==> config.mk <==
export PLATFORM = sky130hd
export DESIGN_NAME = rr_arbiter16
export DESIGN_NICKNAME = d
export VERILOG_FILES = /design/src/rtl/rr_arbiter16.sv
export SDC_FILE = /design/constraint.sdc
export NUM_CORES = 1
export LEC_CHECK = 0
export BUFFER_PORTS_ARGS = -buffer_cell sky130_fd_sc_hd__buf_4
export CAP_MARGIN = 10
export CELL_PAD_IN_SITES_DETAIL_PLACEMENT = 0
export CELL_PAD_IN_SITES_GLOBAL_PLACEMENT = 1
export CORE_MARGIN = 3
export CORE_UTILIZATION = 40
export DETAILED_ROUTE_END_ITERATION = 12
export GPL_ROUTABILITY_DRIVEN = 0
export GPL_TIMING_DRIVEN = 1
export PLACE_DENSITY = 0.74
export SLEW_MARGIN = 20
export SYNTH_ARGS = -nofsm -noshare
export SYNTH_HDL_FRONTEND = slang
export SYNTH_SLANG_ARGS = --single-unit
==> constraint.sdc <==
create_clock -name Clock -period 12.4 [get_ports Clock]
set_clock_uncertainty 0.15 [all_clocks]
set_input_delay 2.48 -clock Clock [delete_from_list [all_inputs] [get_ports Clock]]
set_output_delay 2.48 -clock Clock [all_outputs]
set_load 0.005 [all_outputs]
==> src/rtl/rr_arbiter16.sv <==
// rr_arbiter16: round-robin arbiter for 16 requesters with hold-timer preemption and one-hot grant decode
module rr_arbiter16 #(
  parameter int MAXHOLD = 8
) (
  input  logic        Clock,
  input  logic        Reset,
  input  logic        En,
  input  logic [15:0] R,
  output logic [15:0] G,
  output logic [3:0]  gidx,
  output logic        valid,
  output logic        timeout
);
  typedef enum logic {IDLE, BUSY} state_t;
  state_t      r_state, w_state_n;
  logic [3:0]  r_ptr, w_ptr_n, r_gidx, w_gidx_n, w_win;
  logic [7:0]  r_hold, w_hold_n;
  logic [15:0] r_g, w_g_n, w_cand;
  logic        r_to, w_to_n, w_found, w_rel, w_tmo, w_search, w_grab;
  always_comb begin
    w_rel     = (r_state == BUSY) && !R[r_gidx];
    w_tmo     = (r_state == BUSY) && (MAXHOLD != 0) && (r_hold == 8'(MAXHOLD - 1)) && R[r_gidx];
    // the outgoing owner is masked so a preempted requester cannot immediately win again
    w_cand    = (r_state == BUSY) ? (R & ~(16'd1 << r_gidx)) : R;
    w_found   = 1'b0;
    w_win     = r_ptr;
    for (int k = 15; k >= 0; k--)
      if (w_cand[r_ptr + 4'(k)]) begin
        w_found = 1'b1;
        w_win   = r_ptr + 4'(k);
      end
    w_search  = (r_state == IDLE) || w_rel || w_tmo;
    w_grab    = w_search && En && w_found;
    w_state_n = w_grab ? BUSY : (w_search ? IDLE : r_state);
    w_gidx_n  = w_grab ? w_win : (w_search ? 4'd0 : r_gidx);
    w_ptr_n   = w_grab ? w_win + 4'd1 : r_ptr;
    w_hold_n  = w_search ? 8'd0 : r_hold + {7'd0, r_hold != 8'hFF};
    w_to_n    = w_tmo;
    w_g_n     = (w_state_n == BUSY) ? (16'd1 << w_gidx_n) : 16'd0;
  end
  always_ff @(posedge Clock) begin
    if (Reset) begin
      r_state <= IDLE;
      r_ptr   <= 4'd0;
      r_gidx  <= 4'd0;
      r_hold  <= 8'd0;
      r_to    <= 1'b0;
      r_g     <= 16'd0;
    end else begin
      r_state <= w_state_n;
      r_ptr   <= w_ptr_n;
      r_gidx  <= w_gidx_n;
      r_hold  <= w_hold_n;
      r_to    <= w_to_n;
      r_g     <= w_g_n;
    end
  end
  assign G       = r_g;
  assign gidx    = r_gidx;
  assign valid   = (r_state == BUSY);
  assign timeout = r_to;
endmodule
==> metrics <==
Int Power 683 µW; Synth area leader dfxtp_1; Final period util 50.6%; die area 13600 µm²; vias in the first global route 5083; drt total wl 18100 µm; min-delay worst type reg2reg; vias per cell 7.13; final setup violation count 0; crit start category input port; post-route setup slack 6120 ps; Crit Path Max Fanout 9; busiest metal layer after global routing met2; DRC errors left 0; Worst Reg-to-Reg Cells 13; antenna-violating nets left 0; Sw Ratio 55.4%; Comb pwr share 81.0%; syn_nets 648; Ports 41; all-layer global routing usage 27.0%; dpl hpwl 13500 µm; post-synthesis cell area 4890 µm²; fin. max-slew vios 0; Max Cap Viol 0; top cells by area, synth dfxtp_1 14%, mux4_2 12%, mux2i_1 5.1%; drt first pass iters 6; clock-pin slew on the worst setup and hold paths 50 ps; most frequent cells in the layout 60 x nor2_1, 49 x nand2_1, 44 x buf_4; Post-synth EDFFs 0; clock tree root driver cell clkbuf_16; PortBufs 40; first-pass GRT wire length 28800 µm; met3 global-route usage 5.18%; YS warnings 0; Die Wd 117 µm; count of unique library cells instantiated by Yosys 85; FF+latch count, synth 34; Reg2Reg Capture Point G[14]; status complete, no violations; post-CTS sizing 0; Final Total Pwr 1530 µW; sequential share of power 9.9%; Mapped Cells 619; crit path kind in2reg; Hold Vio Cnt, Final 0; dpl ws 5930 ps; Global Route met1 Usage 39.5%; Req. time, crit path 12410 ps; Clock Path Buffers 2; Hold Path End timeout; fmax 0.159 GHz; CTS Sinks 34; Avg Cell Area, Syn 7.90 µm²; pwr dens 286 nW/µm²; grt total ovfl 0; Peak VDD IR 0.000115 V; Worst slew margin 30.4%; total number of vias 5487; Synth-to-Final Area Change 9.41%; Hold Crit Start r_hold[7]; Placement Rows 39; Slew @ Worst Pin 1040 ps; Psw 848 µW; RSZ-0062 raised after global routing no; CTS tree done; ys async rst share 0%; reg2reg setup slack 6200 ps; Pleak 0.00197 µW; core area 11700 µm²; Initial Util 41.9%; clk_lat worst skew 270 ps; DRT iter0 DRCs 666; Die Y 117 µm; routed len/inst 23.5 µm; Global Route met2 Usage 39.7%; most common cell after layout, fill and taps aside nor2_1; Final min period 6280 ps; H-tree depth 2; CTS buffer count 5; Worst Hold Path Cells 1; initial antenna violation count 0; post-synthesis sequential area ratio 13.9%; Filler Cell Count 1145; Nets 656; largest net degree at the start of global routing 50; share of cells above drive strength 1 17.4%; crit path DAT 6290 ps; hold_buf cts 0; r2r startpoint r_ptr[2]; ys flop type dfxtp_1; CP Capture Type register; Clock power frac 9.1%; diode count 0; share of the synthesized area in the top cell type 13.9%; Post-CTS Setup Inserts 0; Sum Neg Setup Slack 0 ps
## cells by family (layout without fill, tap and decap cells)
family	after synthesis	in the layout	synth area share, %
adders and majority gates	10	10	2.56
xor gates and xnor gates	22	22	4.09
AOI/OAI and AO/OA	207	207	30.9
DFF	34	34	13.9
muxes	59	59	18.7
and+or+nand+nor	229	229	24.2
buffers and inverters	58	66	5.60
## routing by layer
| metal | vias to the layer above | wire length [µm] |
|---|---|---|
| met4 | 0 | 582 |
| met2 | 387 | 7640 |
| met3 | 44 | 2220 |
| met1 | 2607 | 7660 |
| met5 | - | 0 |
| li1 | 2449 | - |
## Yosys cell counts, types with 5 or more instances
cell        n
o21a_1      8
and3_1      6
nand2b_1   16
and2_1      6
buf_2       9
dfxtp_1    34
a21oi_1    32
nand4_1     8
o2111ai_1   6
a221o_1     5
a21o_1      5
mux2_2      8
clkbuf_1   22
inv_1      11
nor3_1     24
o22ai_1    12
nor4_1     15
o21ai_0    18
nand2_1    49
nor2_1     60
o211ai_1   25
nand3_1    12
a211o_1     6
ha_1       10
a22oi_1     8
mux4_2     25
o21ai_1    10
mux2i_1    25
xnor2_1    15
a21boi_0    6
a211oi_1   13
xor2_1      6
## stage by stage
step / instance area, µm² / hold slack, ps / instances / utilization (%)
after global routing: 5350 / 397 / 770 / 45.9
after CTS: 5350 / 361 / 770 / 45.9
final: 5350 / 362 / 770 / 45.9
after detailed placement: 5180 / 350 / 763 / 44.4
after floorplan: 4890 / 315 / 619 / -
after global placement: 5180 / 342 / 763 / 44.4
## final cells by class
cell class              instances  area, µm²  area share (%)
flip-flops and latches         34        681            12.7
clock inverters                 1       30.0           0.561
inverters                      15       56.3            1.05
clock buffers                   6        139            2.59
well taps                     143        179            3.34
multi-input cells             527       3940            73.6
repair buffers                 44        330            6.17
## state kept, by name, indices dropped and copies added, names as in the netlist
| name | count |
|---|---|
| G | 16 |
| valid | 1 |
| r_ptr | 4 |
| r_hold | 8 |
| gidx | 4 |
| timeout | 1 |
## critical path, stage by stage
cell	delay, ps
buf_4	110
o21ai_1	270
o221a_1	370
or4_4	590
mux2_2	320
o2111a_1	250
o311a_1	340
o31ai_2	300
xnor2_1	210
ha_1	290
or4_1	510
a31oi_1	180
nor2_1	50
## power by group through the flow
stage          Combinational, µW  Clock [µW]  Sequential (µW)
2_1_floorplan                926           0              133
3_3_place_gp                1190           0              152
3_5_place_dp                1190           0              153
4_1_cts                     1200         144              151
5_1_grt                     1330         149              154
6_report                    1240         140              151
## how the worst max path moves through the flow
stage / start / end / slack [ps] / cells after the start
global route: r_ptr[2] / G[14] / 5870 / 13
detailed placement: R[2] / r_ptr[2] / 5930 / 13
global placement: R[2] / r_ptr[2] / 5910 / 13
CTS: R[2] / r_ptr[2] / 6190 / 13
finish: R[2] / r_ptr[2] / 6120 / 13
floorplan: R[2] / r_ptr[2] / 6470 / 12
(Power assumes the default switching activity.)
